$ cat config.mk
export PLATFORM = sky130hd
export DESIGN_NAME = audio_deser
export DESIGN_NICKNAME = d
export VERILOG_FILES = /design/src/rtl/audio_deser.sv
export SDC_FILE = /design/constraint.sdc
export NUM_CORES = 1
export LEC_CHECK = 0
export ABC_AREA = 0
export BUFFER_PORTS_ARGS = -buffer_cell sky130_fd_sc_hd__buf_2
export CAP_MARGIN = 40
export CORE_MARGIN = 5
export CORE_UTILIZATION = 55
export DETAILED_ROUTE_END_ITERATION = 6
export GPL_TIMING_DRIVEN = 0
export HOLD_SLACK_MARGIN = 0.06
export PLACE_DENSITY_LB_ADDON = 0.2
export SLEW_MARGIN = 5
export SYNTH_ARGS = -nofsm -noshare
export SYNTH_HDL_FRONTEND = slang
export SYNTH_SLANG_ARGS = --single-unit
$ cat constraint.sdc
create_clock -name clk -period 4.6 [get_ports clk]
set_input_delay 0.23 -clock clk [delete_from_list [all_inputs] [get_ports clk]]
set_output_delay 0.23 -clock clk [all_outputs]
set_load 0.005 [all_outputs]
$ cat src/rtl/audio_deser.sv
// Stereo serial-to-parallel receiver for a codec ADC line (bit clock + LR clock), I2S or left-justified.
// Latency: the left/right pair is presented 1 clk after the LRC rise that closes the right half-frame.
// Backpressure: none; the codec free-runs, so each pair is a one-cycle strobe and must be taken when offered.
//
// Ports:
//   clk          codec bit clock, all logic on posedge
//   rst          synchronous active-high reset
//   reclrc       LR clock (1 = left half-frame, 0 = right half-frame)
//   sin          serial ADC data, MSB first
//   left_out     last complete left word (DATA_W bits, left-aligned)
//   right_out    last complete right word (DATA_W bits, left-aligned)
//   sample_valid one-cycle pulse when left_out/right_out update
//   frame_err    set with sample_valid when either word of the pair was short
//   tone_out     frame-rate monitor tone
//
// Optional feature: define AUDIO_DESER_TONE_EN to build the 10-bit frame counter
// and the monitor tone; otherwise tone_out is tied to 0.
module audio_deser #(
  parameter int DATA_W   = 16,
  parameter int I2S_MODE = 1,
  parameter int TONE_BIT = 2
) (
  input  logic              clk,
  input  logic              rst,
  input  logic              reclrc,
  input  logic              sin,
  output logic [DATA_W-1:0] left_out,
  output logic [DATA_W-1:0] right_out,
  output logic              sample_valid,
  output logic              frame_err,
  output logic              tone_out
);

  localparam int POS_W  = $clog2(DATA_W + 2);
  localparam int FILL_W = $clog2(DATA_W + 1);
  localparam logic [POS_W-1:0]  POS_MAX  = POS_W'(DATA_W + 1);
  localparam logic [POS_W-1:0]  CAP_OFS  = POS_W'(I2S_MODE);
  localparam logic [POS_W-1:0]  CAP_LEN  = POS_W'(DATA_W);
  localparam logic [FILL_W-1:0] FILL_MAX = FILL_W'(DATA_W);
  localparam logic [DATA_W-1:0] MSB_ONE  = DATA_W'(1) << (DATA_W - 1);

  if (DATA_W < 1 || DATA_W > 32 || TONE_BIT < 0 || TONE_BIT > 9) begin : g_param_chk
    $error("audio_deser: DATA_W must be 1..32 and TONE_BIT 0..9");
  end

  logic              lrc_d;
  logic              lrc_ok;     // lrc_d holds a real sample (not the reset value)
  logic              rise, fall, lrc_edge;
  logic [POS_W-1:0]  pos_cnt, pos, rel_pos;
  logic              cap;
  logic [DATA_W-1:0] sreg_l, sreg_r, sl_base, sr_base, sl_next, sr_next;
  logic [FILL_W-1:0] fill_l, fill_r, fl_base, fr_base, fl_next, fr_next;
  logic [DATA_W-1:0] left_hold;
  logic              hold_short;
  logic              seen_rise;
  logic              armed;

  always_comb begin
    // The first cycle out of reset compares reclrc against the reset value of
    // lrc_d; that is not a real LRC transition, so it must not start a frame
    // (otherwise a partial left half-frame could be published after reset).
    rise     = lrc_ok & reclrc & ~lrc_d;
    fall     = lrc_ok & ~reclrc & lrc_d;
    lrc_edge = rise | fall;
    pos      = lrc_edge ? '0 : pos_cnt;
    // pos below the offset wraps to a large value, so one unsigned compare
    // covers the whole [0, DATA_W-1] capture window.
    rel_pos  = pos - CAP_OFS;
    cap      = (rel_pos < CAP_LEN);

    // Both channels restart at the rise that opens a new frame.
    sl_base  = rise ? '0 : sreg_l;
    fl_base  = rise ? '0 : fill_l;
    sr_base  = rise ? '0 : sreg_r;
    fr_base  = rise ? '0 : fill_r;
    sl_next  = sl_base;
    fl_next  = fl_base;
    sr_next  = sr_base;
    fr_next  = fr_base;

    // Bits land at their final left-aligned position, so a short word is
    // already MSB-aligned with zero LSBs when the half-frame ends.
    if (cap && reclrc && (fl_base != FILL_MAX)) begin
      if (sin) sl_next = sl_base | (MSB_ONE >> fl_base);
      fl_next = fl_base + FILL_W'(1);
    end
    if (cap && !reclrc && (fr_base != FILL_MAX)) begin
      if (sin) sr_next = sr_base | (MSB_ONE >> fr_base);
      fr_next = fr_base + FILL_W'(1);
    end
  end

  always_ff @(posedge clk) begin
    if (rst) begin
      lrc_d        <= 1'b0;
      lrc_ok       <= 1'b0;
      pos_cnt      <= '0;
      sreg_l       <= '0;
      sreg_r       <= '0;
      fill_l       <= '0;
      fill_r       <= '0;
      left_hold    <= '0;
      hold_short   <= 1'b0;
      seen_rise    <= 1'b0;
      armed        <= 1'b0;
      left_out     <= '0;
      right_out    <= '0;
      sample_valid <= 1'b0;
      frame_err    <= 1'b0;
    end else begin
      lrc_d        <= reclrc;
      lrc_ok       <= 1'b1;
      pos_cnt      <= (pos == POS_MAX) ? pos : pos + POS_W'(1);
      sreg_l       <= sl_next;
      sreg_r       <= sr_next;
      fill_l       <= fl_next;
      fill_r       <= fr_next;
      sample_valid <= 1'b0;
      if (fall) begin
        left_hold  <= sreg_l;
        hold_short <= (fill_l != FILL_MAX);
        // Arm only once a whole left half-frame (rise..fall) has been seen,
        // so the first pair after reset is never published.
        if (seen_rise) armed <= 1'b1;
      end
      if (rise) begin
        seen_rise <= 1'b1;
        if (armed) begin
          left_out     <= left_hold;
          right_out    <= sreg_r;
          sample_valid <= 1'b1;
          frame_err    <= hold_short | (fill_r != FILL_MAX);
        end
      end
    end
  end

`ifdef AUDIO_DESER_TONE_EN
  logic [9:0] frame_cnt;
  logic       tone_q;

  always_ff @(posedge clk) begin
    if (rst) begin
      frame_cnt <= '0;
      tone_q    <= 1'b0;
    end else begin
      if (rise) frame_cnt <= frame_cnt + 10'd1;
      tone_q <= reclrc ? frame_cnt[TONE_BIT] : ~frame_cnt[TONE_BIT];
    end
  end

  assign tone_out = tone_q;
`else
  assign tone_out = 1'b0;
`endif

endmodule
======== After elaboration in Yosys (flattened, before gate mapping) ========
Index checks and enable logic that the tools add are counted.
operators by class
  $add $sub $neg .......................... 4
  order comparisons ....................... 1
  equality and inequality tests ........... 5
  shift operators ......................... 2
  multiplexer cells ....................... 14
  bitwise logic cells ..................... 11
  reductions and logical operators ........ 8
operators by type and width
  cell                                                number
  two-way mux 16 bit                                  6
  bitwise OR 16 bit                                   2
  right shift 16 x 5 -> 16 bit, first input constant  2
  two-way mux 5 bit                                   6
  != test 5 bit, second input constant                4
  adder 5 x 1 -> 5 bit, second input constant         3
  == test 5 bit, second input constant                1
  < comparator 5 bit, second input constant           1
  subtractor 5 x 1 -> 5 bit, second input constant    1
  AND 1 bit                                           4
  logical AND 1 bit                                   4
  AND reduction 2 bit                                 2
  NOT 1 bit                                           3
  two-way mux 1 bit                                   2
  bitwise OR 1 bit                                    2
  OR reduction 2 bit                                  1
  logical NOT 1 bit                                   1
word-level totals
  register bits ........................... 102
  input bits .............................. 4
  output and inout port bits .............. 35
  logic and storage cells ................. 60

======== Depth between registers and ports, before layout ========
  word-level depth ........................ 10
  mapped depth ............................ 11

======== Least setup slack after synthesis ========
Ideal clock, no wire load.
  path kind ............................... register to register
  start point ............................. reg lrc_d
  end point ............................... reg sreg_r[10]
  setup time .............................. 60 ps
  arrival time ............................ 2681 ps
  setup slack ............................. 1859 ps
  cell stages (with the launch flop) ...... 12
  buffers on the path ..................... 2
  period minus slack after synthesis ...... 2741 ps
  cells stage by stage .................... dfxtp_1 xor2_1 nand2_1 nand2_1 ha_1 or3b_1 and3_1 buf_2 or4_4 buf_6 nor3b_4 a22o_1
between the ends
  longest elaborated chain between the ends .. 9
  elaborated cells on any way between the ends .. 16
ends and longest elaborated chain
  element                         RTL line  text
  from (decl)                     46        logic lrc_d;
  from (signal assigned)          111       lrc_d <= reclrc;
  NOT 1 bit                       62        rise = lrc_ok & reclrc & ~lrc_d;
  AND 1 bit                       62
  bitwise OR 1 bit                64        lrc_edge = rise | fall;
  two-way mux 5 bit               65        pos = lrc_edge ? '0 : pos_cnt;
  subtractor 5 x 1 -> 5 bit       68        rel_pos = pos - CAP_OFS;
  < comparator 5 bit              69        cap = (rel_pos < CAP_LEN);
  logical AND 1 bit (2 in a row)  87        if (cap && !reclrc && (fr_base != FILL_MAX)) begin
  two-way mux 16 bit (*)          87
  to (signal assigned)            115       sreg_r <= sr_next;
  to (decl)                       51        logic [DATA_W-1:0] sreg_l, sreg_r, sl_base, sr_base, sl_next, sr_next;
Mark *: on every way between the ends. The rest lies on a longest branch, timed or not.
A chain may end at the register's enable or synchronous reset.

======== Worst setup path in the final report ========
  start point ............................. reg lrc_d
  end point ............................... reg sreg_r[5]
The elaborated chain is that of the path after synthesis.

==> flow_summary.ini <==
[placement]
pre_cts_slack_ps = 1560
post-dp-hpwl_um = 6240
detailed_place.area_mm2 = 0.00428
io_buffer_count = 35
global_placer_s_final_weighted_congestion = 0.845

[critical_path]
start_kind = flop
cp.arrival_ps = 3380
critical_path.max_fanout = 6
crit_type = reg -> reg
required_ps = 4910
worstSetupEndpointType = flop

[timing]
final_critical_path_setup_slack_ps = 1530
finClkSkew_ps = 8.94
maxSlewViolCount = 0
finalSetupViolCount = 0
finalHoldViolations = 0
fin_crit_sh_pct = 66.8
timing.hold.ws_ps = 317
grt_setup_unrepaired = false
fmax_ghz = 0.326
slew_headroom_pct = 48.1
period_needed_ps = 3070
fin_tns_setup_ps = 0
worst_slew_pin_slew_ps = 771

[synthesis]
yosys_most_used_dff = dfxtp_1
area_share_of_fa_ha_maj_cells_after_synthesis_pct = 1.58
synthesis.instances = 474
synth-simple-area-share_pct = 26.4
combinational_family_with_the_most_area_after_synthesis = simple AND/OR/NAND/NOR gates
synth.yosys.warnings = 0
synth.mux.area_fraction_pct = 1.33
ys_seq_area_share_pct = 51.5
yosys.area.top_type_share_pct = 51.5
synth_enable_flop_cells = 0
synth_common_cells = nand2_1, dfxtp_1, a21oi_1, nor2_1, clkbuf_1
yosys.cell_types.count = 41
syn_area_per_cell_um2 = 8.36
synth.area.top_cells = dfxtp_1, nand2_1, a21oi_1
count_of_state_elements_after_synthesis = 102
synthMostInstantiatedCell = nand2_1
ys_async_sr_fraction_pct = 0
synth.largest_area_cell = dfxtp_1
post_synth_instance_area_mm2 = 0.00396
mappedNetlistNets = 483
synth_compound_area_share_pct = 13.3
synth_xor_xnor_area_share_pct = 1.99

[global_routing]
grt_pass1_vias = 3036
grt_usage_pct = 20.3
grt_antenna_before_repair = 0
grt_pass1_wl_um = 14300
maximum_number_of_pins_on_one_net_before_global_route_repair = 20
gr-total-overflow = 0

[clocking]
number_of_clock_sinks = 102
post_cts.resized_instances = 0
cts_hold_repair.buffers = 0
cts_max_path_buffers = 2
cts_buffers = 9
cts_tree = yes
worstSkewPairLatency_ps = 360
htree_num_levels = 3
clock-root-buffer = clkbuf_8
postCtsSetupBuffers = 0
cts.reportedPaths.clkPinSlew_ps = 100

[route]
wirelength_um = 8670
vias_per_std_cell = 5.34
via_count = 3345
first_pass_iters = 4
route.detailed.drc = 0
routed_wire_length_per_instance_um = 13.9
initialDrtViolationCount = 188
detail-route-antenna-nets = 0

[cells_and_area]
finish.net_count = 531
layout-drive-gt1-share_pct = 12.1
n_antenna_cell = 0
finish.instance_area_mm2 = 0.00452
post-route-util_pct = 63.3
areaGrowthSynthToFinish_pct = 14.0

[floorplan]
start_util_pct = 55.5
floorplan.die.height_um = 94.9
design.die.area_mm2 = 0.00900
fp-row-count = 31
die_width_um = 94.9
floorplan.core_area_mm2 = 0.00714
floorplan.io_pins = 39

[power_and_ir_drop]
p_per_area_mw_per_mm2 = 364
reported_leakage_power_nw = 1.69
vdd_ir_drop_max_mv = 0.203

[status]
status = finished clean

[flow_run]
cap_violations = 0

[hold_path]
min_delay_worst_type = in -> reg
stage by stage:
step                      instances  total power, mW
after floorplan                 474            0.985
after global placement          608             1.01
after detailed placement        610             1.01
after CTS                       626             1.65
after global routing            626             1.70
final                           626             1.64
cells in the final DEF, fill, tap and decap left out, types with 3 or more instances in the layout:
cell      instances
o31ai_1           3
nand4b_1          3
ha_1              5
a22o_1           13
nor4b_1           3
nor3_1           12
xor2_1            6
nand2b_1          5
nor4_1            6
nor2_1           31
a21oi_1          54
mux2i_1           3
a31oi_1           4
buf_2            37
nand3_1          11
o21ai_0           9
nand2_1         128
clkbuf_1         28
clkbuf_8          9
nor2b_1           6
and3_1            6
dfxtp_1         102
inv_1             5
and2_1            4
xnor2_1           3
flip-flops by register name, indices dropped and copies added (netlist names):
| register | flops |
|---|---|
| lrc_ok | 1 |
| fill_l | 5 |
| pos_cnt | 5 |
| sreg_r | 16 |
| sample_valid | 1 |
| left_out | 16 |
| seen_rise | 1 |
| lrc_d | 1 |
| right_out | 16 |
| left_hold | 16 |
| sreg_l | 16 |
| armed | 1 |
| hold_short | 1 |
| fill_r | 5 |
| frame_err | 1 |
cell families after synthesis:
group | count (synthesis)
other cells | 1
buf+inv | 37
fa+ha+maj | 5
xor+xnor | 9
compound gates | 89
simple gates | 226
mux | 5
flops | 102
where the power goes:
| part | internal, mW | total, mW | switching, mW |
|---|---|---|---|
| Clock | 0.320 | 0.651 | 0.331 |
| Sequential | 0.890 | 0.897 | 0.00723 |
| Combinational | 0.0294 | 0.0948 | 0.0654 |
final cells by class:
class                   instances  area (um^2)
flip-flops and latches        102         2040
clock inverters                 7          115
multi-input cells             335         1770
well taps                      99          124
inverters                       5         18.8
plain buffers                  32          133
fillers                       669         2620
repair buffers                 37          190
clock buffers                   9          124
layer usage:
metal	vias up	global-route usage, %	routed length (um)
met5	-	0	0
met4	0	5.77	97
met3	8	5.02	506
met2	81	31.6	3940
met1	1553	27.9	4130
li1	1703	-	-
worst max-delay path: stages (launching register included):
cell	delay [ps]
dfxtp_1	370
xor2_1	310
nand2_1	150
nand2_1	140
ha_1	220
or3b_1	370
and3_1	170
buf_2	150
or4_4	540
nor4_2	390
a22o_1	200
worst paths after layout:
| path | from | slack (ps) | cells past startpoint | endpoint |
|---|---|---|---|---|
| worst max-delay path | lrc_d$_SDFF_PP0_ | 1530 | 10 | sreg_r[5]$_SDFF_PP0_ |
| worst min register to register | right_out[5]$_SDFFE_PP0P_ | 450 | 2 | right_out[5]$_SDFFE_PP0P_ |
| worst max register to register | lrc_d$_SDFF_PP0_ | 1530 | 10 | sreg_r[5]$_SDFF_PP0_ |
| worst min-delay path | sin | 320 | 3 | sreg_r[8]$_SDFF_PP0_ |
Power figures use the tool's default switching activity.
